--- config.mk ---
export PLATFORM = sky130hd
export DESIGN_NAME = psum_merge_arbiter
export DESIGN_NICKNAME = d
export VERILOG_FILES = /design/src/rtl/psum_merge_arbiter.sv
export SDC_FILE = /design/constraint.sdc
export NUM_CORES = 1
export LEC_CHECK = 0
export BUFFER_PORTS_ARGS = -buffer_cell sky130_fd_sc_hd__buf_2
export CAP_MARGIN = 20
export CELL_PAD_IN_SITES_DETAIL_PLACEMENT = 0
export CELL_PAD_IN_SITES_GLOBAL_PLACEMENT = 1
export CORE_AREA = 5 5 314 316
export CTS_CLUSTER_DIAMETER = 100
export DETAILED_ROUTE_END_ITERATION = 16
export DIE_AREA = 0 0 319 321
export HOLD_SLACK_MARGIN = 0.06
export PLACE_DENSITY = 0.57
export SLEW_MARGIN = 20
export SYNTH_ARGS = -nofsm -noshare
export SYNTH_HDL_FRONTEND = slang
export SYNTH_SLANG_ARGS = --single-unit
--- constraint.sdc ---
create_clock -name clk -period 4.27 [get_ports clk]
set_input_delay 0.6405 -clock clk [delete_from_list [all_inputs] [get_ports clk]]
set_output_delay 0.6405 -clock clk [all_outputs]
set_load 0.05 [all_outputs]
--- src/rtl/psum_merge_arbiter.sv ---
// Round-robin merge of per-core partial-sum vectors into one lane-wise signed sum per round.
// Optional macro PSUM_SAT_EN: saturating lane adds with sat_flag; otherwise wrapping adds.
`ifndef NUM_CORE_V
`define NUM_CORE_V 4
`endif
`ifndef NUM_HN_ONECORE
`define NUM_HN_ONECORE 10
`endif
`ifndef BW_PS
`define BW_PS 16
`endif

module psum_merge_arbiter #(
    parameter int NUM_REQ = `NUM_CORE_V,
    parameter int LANES   = `NUM_HN_ONECORE,
    parameter int BW_PS   = `BW_PS
) (
    input  logic                             clk,
    input  logic                             rst,
    input  logic                             en,
    input  logic [NUM_REQ-1:0]               req,
    input  logic [NUM_REQ*LANES*BW_PS-1:0]   psum_in,
    output logic [NUM_REQ-1:0]               ack,
    output logic                             sum_valid,
    output logic [LANES*BW_PS-1:0]           sum_out,
    output logic                             sat_flag
);
    localparam int PW    = (NUM_REQ > 1) ? $clog2(NUM_REQ) : 1;
    localparam int SLICE = LANES * BW_PS;

    typedef enum logic [1:0] {IDLE, COLLECT, EMIT} state_t;

    state_t             state_q, state_d;
    logic [SLICE-1:0]   acc_q, acc_d, sum_out_q, sum_out_d;
    logic [NUM_REQ-1:0] served_q, served_d, ack_q, ack_d;
    logic [PW-1:0]      rr_ptr_q, rr_ptr_d;
    logic               sat_acc_q, sat_acc_d, sat_flag_q, sat_flag_d;
    logic               sum_valid_q, sum_valid_d;

    logic [NUM_REQ-1:0] pending, gnt_oh;
    logic [PW-1:0]      gnt_idx;
    logic               gnt_vld;
    logic [SLICE-1:0]   sel_slice, add_res;
    logic               add_sat;
    logic [BW_PS-1:0]   lane_a, lane_b;
`ifdef PSUM_SAT_EN
    logic [BW_PS:0]     lane_s;
`endif

    // Search upward from the slot after the last grant, wrapping.
    always_comb begin
        int unsigned idx;
        idx     = 0;
        pending = req & ~served_q;
        gnt_vld = 1'b0;
        gnt_idx = '0;
        gnt_oh  = '0;
        for (int unsigned i = 1; i <= NUM_REQ; i++) begin
            idx = (32'(rr_ptr_q) + i) % 32'(NUM_REQ);
            if (!gnt_vld && pending[PW'(idx)]) begin
                gnt_vld = 1'b1;
                gnt_idx = PW'(idx);
            end
        end
        if (gnt_vld) gnt_oh[gnt_idx] = 1'b1;
    end

    always_comb begin
        sel_slice = '0;
        for (int unsigned c = 0; c < NUM_REQ; c++) begin
            if (gnt_oh[c]) sel_slice = psum_in[c*SLICE +: SLICE];
        end
    end

    always_comb begin
        add_res = '0;
        add_sat = 1'b0;
        lane_a  = '0;
        lane_b  = '0;
`ifdef PSUM_SAT_EN
        lane_s  = '0;
`endif
        for (int unsigned d = 0; d < LANES; d++) begin
            lane_a = acc_q[d*BW_PS +: BW_PS];
            lane_b = sel_slice[d*BW_PS +: BW_PS];
`ifdef PSUM_SAT_EN
            lane_s = {lane_a[BW_PS-1], lane_a} + {lane_b[BW_PS-1], lane_b};
            if (lane_s[BW_PS] != lane_s[BW_PS-1]) begin
                add_sat = 1'b1;
                add_res[d*BW_PS +: BW_PS] = lane_s[BW_PS] ? {1'b1, {(BW_PS-1){1'b0}}}
                                                          : {1'b0, {(BW_PS-1){1'b1}}};
            end else begin
                add_res[d*BW_PS +: BW_PS] = lane_s[BW_PS-1:0];
            end
`else
            add_res[d*BW_PS +: BW_PS] = lane_a + lane_b;
`endif
        end
    end

    // Outputs are registered: ack follows its grant edge, sum_valid follows the EMIT cycle.
    always_comb begin
        state_d     = state_q;
        acc_d       = acc_q;
        served_d    = served_q;
        rr_ptr_d    = rr_ptr_q;
        ack_d       = '0;
        sum_valid_d = 1'b0;
        sum_out_d   = sum_out_q;
        sat_acc_d   = sat_acc_q;
        sat_flag_d  = sat_flag_q;
        if (en) begin
            case (state_q)
                IDLE, COLLECT: begin
                    if (gnt_vld) begin
                        acc_d     = add_res;
                        served_d  = served_q | gnt_oh;
                        rr_ptr_d  = gnt_idx;
                        ack_d     = gnt_oh;
                        sat_acc_d = sat_acc_q | add_sat;
                        state_d   = (served_d == '1) ? EMIT : COLLECT;
                    end
                end
                EMIT: begin
                    sum_valid_d = 1'b1;
                    sum_out_d   = acc_q;
                    sat_flag_d  = sat_acc_q;
                    acc_d       = '0;
                    served_d    = '0;
                    sat_acc_d   = 1'b0;
                    state_d     = IDLE;
                end
                default: state_d = IDLE;
            endcase
        end
    end

    always_ff @(posedge clk or negedge rst) begin
        if (!rst) begin
            state_q     <= IDLE;
            acc_q       <= '0;
            served_q    <= '0;
            rr_ptr_q    <= PW'(NUM_REQ - 1);
            ack_q       <= '0;
            sum_valid_q <= 1'b0;
            sum_out_q   <= '0;
            sat_acc_q   <= 1'b0;
            sat_flag_q  <= 1'b0;
        end else begin
            state_q     <= state_d;
            acc_q       <= acc_d;
            served_q    <= served_d;
            rr_ptr_q    <= rr_ptr_d;
            ack_q       <= ack_d;
            sum_valid_q <= sum_valid_d;
            sum_out_q   <= sum_out_d;
            sat_acc_q   <= sat_acc_d;
            sat_flag_q  <= sat_flag_d;
        end
    end

    assign ack       = ack_q;
    assign sum_valid = sum_valid_q;
    assign sum_out   = sum_out_q;
    assign sat_flag  = sat_flag_q;

endmodule

[Word level (Yosys, flattened, before mapping)]
Cells that the tools add are included.
Cells by class
  add/subtract/negate cells: 14
  multipliers: 0
  divide/modulo/power cells: 0
  magnitude comparators: 6
  equal/unequal tests: 4
  shift-type cells: 0
  mux-type cells: 35
  bitwise logic cells: 3
  reduce and logical (&&, ||, !) cells: 14
Operator list (count)
  160-bit two-way mux: 5
  160-bit case mux with 2 select lines: 1
  16-bit adder: 10
  4-bit two-way mux: 5
  2-bit by 3-bit < comparator with 1-bit output (second input constant): 5
  2-bit two-way mux: 7
  1-bit two-way mux: 11
  1-bit binary-select mux with 2-bit select: 4
  4-bit case mux with 2 select lines: 1
  3-bit AND reduction: 2
  2-bit by 1-bit adder with 2-bit output (second input constant): 2
  2-bit adder (second input constant): 2
  4-bit AND: 1
  4-bit equality test (second input constant): 1
  1-bit logical AND: 4
  4-bit NOT: 1
  4-bit bitwise OR: 1
  2-bit AND reduction: 2
  1-bit logical NOT: 3
  1-bit demux with 2-bit select: 1
  2-bit by 1-bit equality test with 1-bit output (second input constant): 1
  2-bit equality test (second input constant): 1
  2-bit by 1-bit >= comparator with 1-bit output (second input constant): 1
  2-bit logical NOT: 1
  3 further kinds: 3
Word-level totals
  bits in registers: 333
  bits in latches: 0
  bits in writable memories: 0
  bits in read-only memories: 0
  word-level logic and storage cells: 83
  memories: 0

[Depth between registers and ports, before layout]
Gate-level depths: netlist of run 1.
  depth in word-level cells: 26
  depth in mapped cells: 21

[Worst setup path after synthesis of run 1]
OpenSTA, ideal clock, no wires.
  path type: input to register
  start: input port req[0]
  end: register acc_q[94]
  data arrival time: 4.212 ns
  data required time: 4.148 ns
  path slack: -0.064 ns
  stages on the path: 20
  buffers on the path: 4
  cells stage by stage: or2b_2 -> a2bb2oi_4 -> a221o_1 -> buf_6 -> buf_4 -> buf_2 -> clkbuf_1 -> nand2_1 -> a31oi_1 -> ha_1 -> inv_1 -> fa_1 -> nand2b_1 -> a21oi_1 -> o21ai_1 -> a21oi_1 -> o31ai_1 -> a2111oi_0 -> o21ai_0 -> a32o_1
On the way
  longest elaborated chain between the ends: 25
  elaborated cells on any way between the ends: 38
RTL lines
  from (decl): RTL line 21  | input logic [NUM_REQ-1:0] req,
  4-bit AND (*): RTL line 54  | pending = req & ~served_q;
  1-bit binary-select mux with 2-bit select: RTL line 60  | if (!gnt_vld && pending[PW'(idx)]) begin
  1-bit two-way mux (not written as such): RTL line 60
  1-bit two-way mux: RTL line 60
  1-bit logical NOT: RTL line 60
  1-bit logical AND: RTL line 60
  1-bit two-way mux: RTL line 60
  1-bit logical NOT: RTL line 60
  [... 6 more ...]
  1-bit logical AND (not written as such): RTL line 65  | if (gnt_vld) gnt_oh[gnt_idx] = 1'b1;
  1-bit two-way mux (not written as such): RTL line 65
  1-bit demux with 2-bit select: RTL line 65
  4-bit two-way mux: RTL line 65
  160-bit two-way mux (4 in a row): RTL line 71  | if (gnt_oh[c]) sel_slice = psum_in[c*SLICE +: SLICE];
  16-bit adder: RTL line 96  | add_res[d*BW_PS +: BW_PS] = lane_a + lane_b;
  160-bit two-way mux: RTL line 115  | if (gnt_vld) begin
  160-bit case mux with 2 select lines: RTL line 113  | case (state_q)
  to (signal assigned): RTL line 141  | acc_q <= '0;
  to (signal assigned): RTL line 151  | acc_q <= acc_d;
  to (decl): RTL line 34  | logic [SLICE-1:0] acc_q, acc_d, sum_out_q, sum_out_d;
Every way passes the cells marked *; elsewhere a longest branch is shown, timed or not. The select of a mux whose other input is x is not followed.
A chain may end at the register's enable or synchronous reset.

[Worst setup path in the final report of run 1]
  start: register served_q[3]
  end: register acc_q[47]
On the way
  longest elaborated chain between the ends: 26
  elaborated cells on any way between the ends: 39
RTL lines
  from (decl): RTL line 35  | logic [NUM_REQ-1:0] served_q, served_d, ack_q, ack_d;
  from (signal assigned): RTL line 152  | served_q <= served_d;
  4-bit NOT (*): RTL line 54
  4-bit AND (*): RTL line 54
  1-bit binary-select mux with 2-bit select: RTL line 60
  1-bit two-way mux (not written as such): RTL line 60
  1-bit two-way mux: RTL line 60
  1-bit logical NOT: RTL line 60
  1-bit logical AND: RTL line 60
  1-bit two-way mux: RTL line 60
  [... 7 more ...]
  1-bit logical AND (not written as such): RTL line 65
  1-bit two-way mux (not written as such): RTL line 65
  1-bit demux with 2-bit select: RTL line 65
  4-bit two-way mux: RTL line 65
  160-bit two-way mux (4 in a row): RTL line 71
  16-bit adder: RTL line 96
  160-bit two-way mux: RTL line 115
  160-bit case mux with 2 select lines: RTL line 113
Marks and branches as above.

==> reports/metrics.cfg, run 1 <==
[grt]
grt_pass1_wl_um=162000
antenna_found_initial=6
grt_pass1_vias=25700
gr-total-overflow=0
grt_usage_pct=20.5
grt_max_degree=85

[floorplan]
start_util_pct=25.1
ioPinCount=813
core_sq_mm=0.0957
die_y_um=321
num_rows=114
die_w_um=319
die_area_sq_mm=0.102

[routing]
vias=25200
viasPerCell=4.83
finalWirelength_um=114000
drtIter0Drc=1103
postRouteAntennaNets=0
drtPass1Iterations=4
drc=0
wl_per_cell_um=21.8

[setup_path]
cp-startpoint=served_q[3]
path_max_fanout=21
critical_path.startpoint_type=register
end_kind=register
arrival_ns=4.73
rr_startpoint=served_q[3]
setup.worst_path.class=reg -> reg
cp.required_ns=4.76

[timing]
fin_crit_ns=4.24
max_clock_freq_ghz=0.236
slew_viol_final=0
finalHoldWorstSlack_ns=0.0858
finalCritPeriodShare_pct=99.4
hold_viol=0
setup_viol=0
max_slew_margin_pct=35.8
worst_pin_slew_ns=0.958
fin_skew_ns=0.0122
rsz0062_at_grt=yes

[synth]
ys_warn_count=0
synthFlopType=dfrtp_1
ys_seq_area_share_pct=34.8
avgSynthCellArea_sq_um=8.75
synth_seq_cells=333
synth_top_cell_by_area=dfrtp_1
synth_area_leaders=dfrtp_1 35%, ha_1 9.8%, nand2_1 8.2%
synth_top_cell_area_share_pct=34.5
synthDistinctLibCells=62
synthCells=2740
async_flop_share_pct=100
synth-edff-count=0
synthesis.area_sq_mm=0.0240
syn-num-nets=3585

[placement]
portBuffers=811
hpwl_um=88200
place_congestion=0.866

[finish]
layout-drive-gt1-share_pct=43.9
area_growth_pct=50.0
final_core_util_pct=37.6
fin_nets=4745
seq_area_sq_mm=0.00834
n_fill_cell=9908
multi_input_area_sq_mm=0.0159

[hold_path]
hold_path_class=in -> async

[cts]
ctsHoldBuffers=0
clockBufferDepth=3
clk_latency_ns=0.57
cts_tree=yes
cts_buffers=46
cts_sinks=333
cts_root_buffer=clkbuf_16
clk_pin_slew_ns=0.06
ctsHtreeMaxLevel=2

[job]
max_cap_viol_count=0

[run_status]
status=finished, final reports clean

layout make-up:
cell class | count | share of cell area (%)
Antenna cell | 1 | 0.00696
Clock buffer | 65 | 3.69
Clock inverter | 18 | 0.824
Inverter | 66 | 0.703
Multi-Input combinational cell | 2162 | 44.2
Sequential cell | 333 | 23.2
Tap cell | 1276 | 4.44
Timing Repair Buffer | 1291 | 23.0
stage by stage:
stage / area, sq um / std cells / worst slack (ns) / TNS, ns
finish: 36000 / 5212 / 0.0271 / 0
floorplan: 24000 / 2740 / 0.00235 / 0
global placement: 32400 / 5078 / -0.603 / -10.74
detailed placement: 32400 / 5078 / -0.631 / -11.85
CTS: 34300 / 5169 / -0.0679 / -0.105
global route: 36000 / 5212 / -0.154 / -1.44
state kept, by name, summed over array words and instances, names as in the netlist:
| signal | cells |
|---|---|
| acc_q | 160 |
| ack | 4 |
| rr_ptr_q | 2 |
| served_q | 4 |
| state_q | 2 |
| sum_out | 160 |
| sum_valid | 1 |
final timing paths:
kind                                 to  slack (ns)  cells after the start
setup reg to reg              acc_q[47]        0.03                     20
hold reg to reg            sum_out[129]        0.47                      2
hold / removal               acc_q[158]        0.09                      1
setup / recovery              acc_q[47]        0.03                     20
min in group clk             state_q[1]        0.39                      2
max in group asynchronous     acc_q[89]        3.22                      2
repair_timing:
action,CTS,global route
pin swaps,9,93
setup endpoints to repair,21,37
cloned,1,10
buffers inserted,7,33
resized for setup,45,240
layer usage:
layer	vias to the layer above	GRT usage, %	wire, um
met2	651	35.1	54300
met3	148	3.82	5990
met1	12100	26.6	50200
met5	-	0	0
met4	0	5.30	3370
li1	12300	-	-
placed cells by master, fill, tap and decap left out, types with 18 or more instances in the layout:
cell | Yosys | final
nor2_1 | 76 | 75
inv_1 | 65 | 61
a31oi_2 | 0 | 30
xnor2_1 | 66 | 65
nor3_1 | 43 | 32
nand2_1 | 521 | 516
a211oi_1 | 164 | 130
mux2i_1 | 44 | 44
o21ai_0 | 175 | 160
a211oi_2 | 0 | 33
a31oi_1 | 154 | 116
o21a_1 | 18 | 18
buf_12 | 0 | 24
buf_4 | 5 | 425
xor2_1 | 56 | 55
a21o_1 | 29 | 28
dfrtp_1 | 331 | 331
clkbuf_16 | 0 | 57
buf_2 | 57 | 810
a21oi_2 | 0 | 33
and3_1 | 154 | 154
mux2_2 | 141 | 141
a21oi_1 | 120 | 84
ha_1 | 188 | 174
worst max-delay path: stages (launching register included):
cell and delay (ns):
dfrtp_1 0.41, nand2b_4 0.18, a2bb2oi_4 0.15, a221o_4 0.40, buf_12 0.17, buf_4 0.21
buf_12 0.14, and3_1 0.18, a211oi_2 0.19, a31oi_2 0.06, buf_4 0.16, ha_1 0.33
a21oi_2 0.18, o22ai_2 0.11, a211oi_2 0.33, o41ai_2 0.13, buf_4 0.15, a31oi_2 0.19
xor2_1 0.20, a21oi_1 0.09, o22ai_1 0.14
cells by family after synthesis:
| group | share of synthesized area [%] |
|---|---|
| AND/OR/NAND/NOR | 16.8 |
| AO/OA/AOI/OAI | 20.5 |
| flip-flops | 34.8 |
| buffers and inverters | 4.35 |
| adder cells (fa/ha/maj) | 10.6 |
| multiplexers | 8.46 |
| XOR/XNOR | 4.46 |
| other | 0.0156 |
synthesized netlist by cell type, drive strengths merged (3+ instances only):
cell and n:
a211oi 164, nor2b 21, nor4b 3, a31o 3
a31oi 154, ha 188, buf 74, a21o 29
dfrtp 331, o2111ai 4, or2 5, nand3 11
xnor2 66, nand2b 10, o31ai 15, a21oi 120
o21bai 4, a32o 13, nand4 10, a21boi 9
o21ai 179, and3 154, clkbuf 105, o22ai 18
and2 11, fa 10, nor2 76, xor2 56
mux2i 44, mux2 141, nand2 521, a22o 17
a2111oi 4, or3 9, o41ai 3, nor3b 9
nor3 43, o21a 18, nand3b 3, inv 66
Power of run 1 is not shown: default switching activity piles up to over one toggle a cycle in this logic, so the estimate is an artifact.
==> run 2, diff against run 1 <==
--- a/config.mk
+++ b/config.mk
@@ -5,16 +5,17 @@
 export SDC_FILE = /design/constraint.sdc
 export NUM_CORES = 1
 export LEC_CHECK = 0
+export ABC_AREA = 1
 export BUFFER_PORTS_ARGS = -buffer_cell sky130_fd_sc_hd__buf_2
 export CAP_MARGIN = 20
 export CELL_PAD_IN_SITES_DETAIL_PLACEMENT = 0
 export CELL_PAD_IN_SITES_GLOBAL_PLACEMENT = 1
-export CORE_AREA = 5 5 314 316
+export CORE_AREA = 5 5 310 312
 export CTS_CLUSTER_DIAMETER = 100
 export DETAILED_ROUTE_END_ITERATION = 16
-export DIE_AREA = 0 0 319 321
+export DIE_AREA = 0 0 315 317
 export HOLD_SLACK_MARGIN = 0.06
-export PLACE_DENSITY = 0.57
+export PLACE_DENSITY = 0.59
 export SLEW_MARGIN = 20
 export SYNTH_ARGS = -nofsm -noshare
 export SYNTH_HDL_FRONTEND = slang
==> run 2 against run 1 <==
Non-clock buffer count shrank 46. Setup slack gained 0.012 ns. Sequential share of layout area grew 0.37 points. Largest cell class unchanged. Highest routed layer unchanged.
==> reports/metrics.cfg, run 2 <==
[run_status]
status=finished, final reports clean

[placement]
place_congestion=0.893
hpwl_um=91100
portBuffers=811

[timing]
fin_crit_ns=4.23
max_slew_margin_pct=32.6
finalHoldWorstSlack_ns=0.112
slew_viol_final=0
rsz0062_at_grt=yes
setup_viol=0
finalCritPeriodShare_pct=99.1
max_clock_freq_ghz=0.236
worst_pin_slew_ns=1.01
fin_skew_ns=0.0265
hold_viol=0

[setup_path]
setup.worst_path.class=reg -> reg
path_max_fanout=11
r2r_slack_ns=0.04
cp.required_ns=4.73
rr_worst_depth=26
arrival_ns=4.70
critical_path.startpoint_type=register
end_kind=register
rr_startpoint=rr_ptr_q[0]
r2r-end=acc_q[30]

[synth]
synthDistinctLibCells=51
synthMuxAreaShare_pct=6.59
synthCells=3048
synthTopCellsByCount=984 x nand2_1, 331 x dfrtp_1, 323 x inv_1, 188 x ha_1, 149 x o2111ai_1
synth_seq_cells=333
synth-compound-area-share_pct=16.3
synth_top_family_by_area=simple AND/OR/NAND/NOR gates
async_flop_share_pct=100
synth_area_leaders=dfrtp_1 35%, nand2_1 15%, ha_1 9.8%
synth_top_cell_area_share_pct=34.6
synth_top_cell_by_area=dfrtp_1
synth-edff-count=0
ys_seq_area_share_pct=34.8
synthesis.area_sq_mm=0.0239
ys_warn_count=0
syn-num-nets=3893
synthAdderAreaFrac_pct=10.7
yosysMostFrequentCell=nand2_1
synth-simple-area-share_pct=22.2
synth_xor_area_share_pct=1.43
synthFlopType=dfrtp_1
avgSynthCellArea_sq_um=7.85

[finish]
final_common_cell=nand2_1
area_growth_pct=48.0
mostFrequentLayoutCells=954 x nand2_1, 810 x buf_2, 379 x buf_4
n_fill_cell=9867
fin_nets=5062
layout-drive-gt1-share_pct=39.9

[cts]
cts_root_buffer=clkbuf_16
clockBufferDepth=3
clk_latency_ns=0.59
cts_buffers=48
clk_pin_slew_ns=0.06
cts_tree=yes
ctsHoldBuffers=0
ctsHtreeMaxLevel=2
cts_sinks=333

[floorplan]
num_rows=112
die_w_um=315
die_area_sq_mm=0.0999
ioPinCount=813
start_util_pct=25.8
core_sq_mm=0.0928
die_y_um=317

[routing]
wl_per_cell_um=20.9
finalWirelength_um=115000
drtIter0Drc=1239
viasPerCell=4.70
drtPass1Iterations=5
postRouteAntennaNets=0
vias=25900
drc=0

[job]
max_cap_viol_count=0

[grt]
gr-total-overflow=0
grt_pass1_vias=25700
antenna_found_initial=3
grt_pass1_wl_um=162000
grt_max_degree=100
grt_usage_pct=21.4

[hold_path]
hold_path_class=in -> async

## run 2: kinds of logic (layout without fill, tap and decap cells)
family,Yosys count,in the layout
fa+ha+maj,198,198
flops,333,333
other cells,1,2
compound gates,577,577
simple gates,1303,1304
mux,140,140
xor+xnor,39,39
buf+inv,457,1664
## run 2: timing repair
| item | CTS | global route |
|---|---|---|
| pin swaps | 4 | 40 |
| buffers inserted | 3 | 24 |
| gates cloned | 1 | 6 |
| endpoints found under the setup margin | 41 | 83 |
| resized for setup | 38 | 223 |
## run 2: worst max-delay path: stages, from the launching register on
cell and delay [ns]:
dfstp_2 0.63, inv_4 0.09, nand2_1 0.11, nand2_4 0.07, nand3_1 0.08, nand2_2 0.10, nand3_1 0.14, nand3_2 0.10
nand2_4 0.12, buf_6 0.14, nand3_4 0.11, buf_12 0.18, buf_4 0.16, o2111ai_1 0.33, ha_1 0.34, a21oi_1 0.15
o21ai_0 0.09, buf_4 0.15, nand4_1 0.07, o2111ai_1 0.14, nand2_1 0.09, inv_1 0.05, or2_2 0.26, a21oi_1 0.15
a21oi_1 0.08, o21ai_0 0.09, nand2_1 0.07
## run 2: worst max path at each step
stage                 from        end  slack [ns]  depth (start not counted)
2_1_floorplan       req[0]  acc_q[74]        0.30                         22
3_3_place_gp        req[0]  acc_q[61]       -0.35                         28
3_5_place_dp        req[0]  acc_q[61]       -0.39                         28
4_1_cts        rr_ptr_q[0]  acc_q[15]       -0.05                         24
5_1_grt        rr_ptr_q[0]  acc_q[30]       -0.31                         28
6_report       rr_ptr_q[0]  acc_q[30]        0.04                         26
## run 2: final cells by class
type | instances | area [sq um] | share of cell area, %
clock inverter | 19 | 174 | 0.491
timing repair buffer | 1245 | 7920 | 22.4
clock buffer | 70 | 1420 | 4.00
timing repair inverter | 1 | 3.75 | 0.0106
tap | 1254 | 1570 | 4.43
multi-input combinational | 2259 | 14700 | 41.6
sequential | 333 | 8340 | 23.5
inverter | 329 | 1250 | 3.54
antenna | 1 | 2.50 | 0.00707
## run 2: metal layers
metal	wire, um	global-route usage (%)	vias to the layer above	share of wire (%)
met5	0	0	-	0
met4	3430	6.14	0	3.0
met3	7160	4.76	139	6.2
met2	56300	37.3	679	49
met1	48200	26.6	12300	42
li1	-	-	12800	-
## run 2: through the flow
stage          instances  area, sq um  TNS (ns)  setup WS [ns]  util [%]
4_1_cts             5480        34200    -0.154        -0.0546      36.8
6_report            5511        35400         0         0.0393      38.2
3_3_place_gp        5387        32400     -6.89         -0.352      34.9
5_1_grt             5511        35400     -6.15         -0.307      38.2
3_5_place_dp        5387        32400     -7.97         -0.389      34.9
2_1_floorplan       3048        23900         0          0.300         -
Power of run 2 is left out for the same reason.
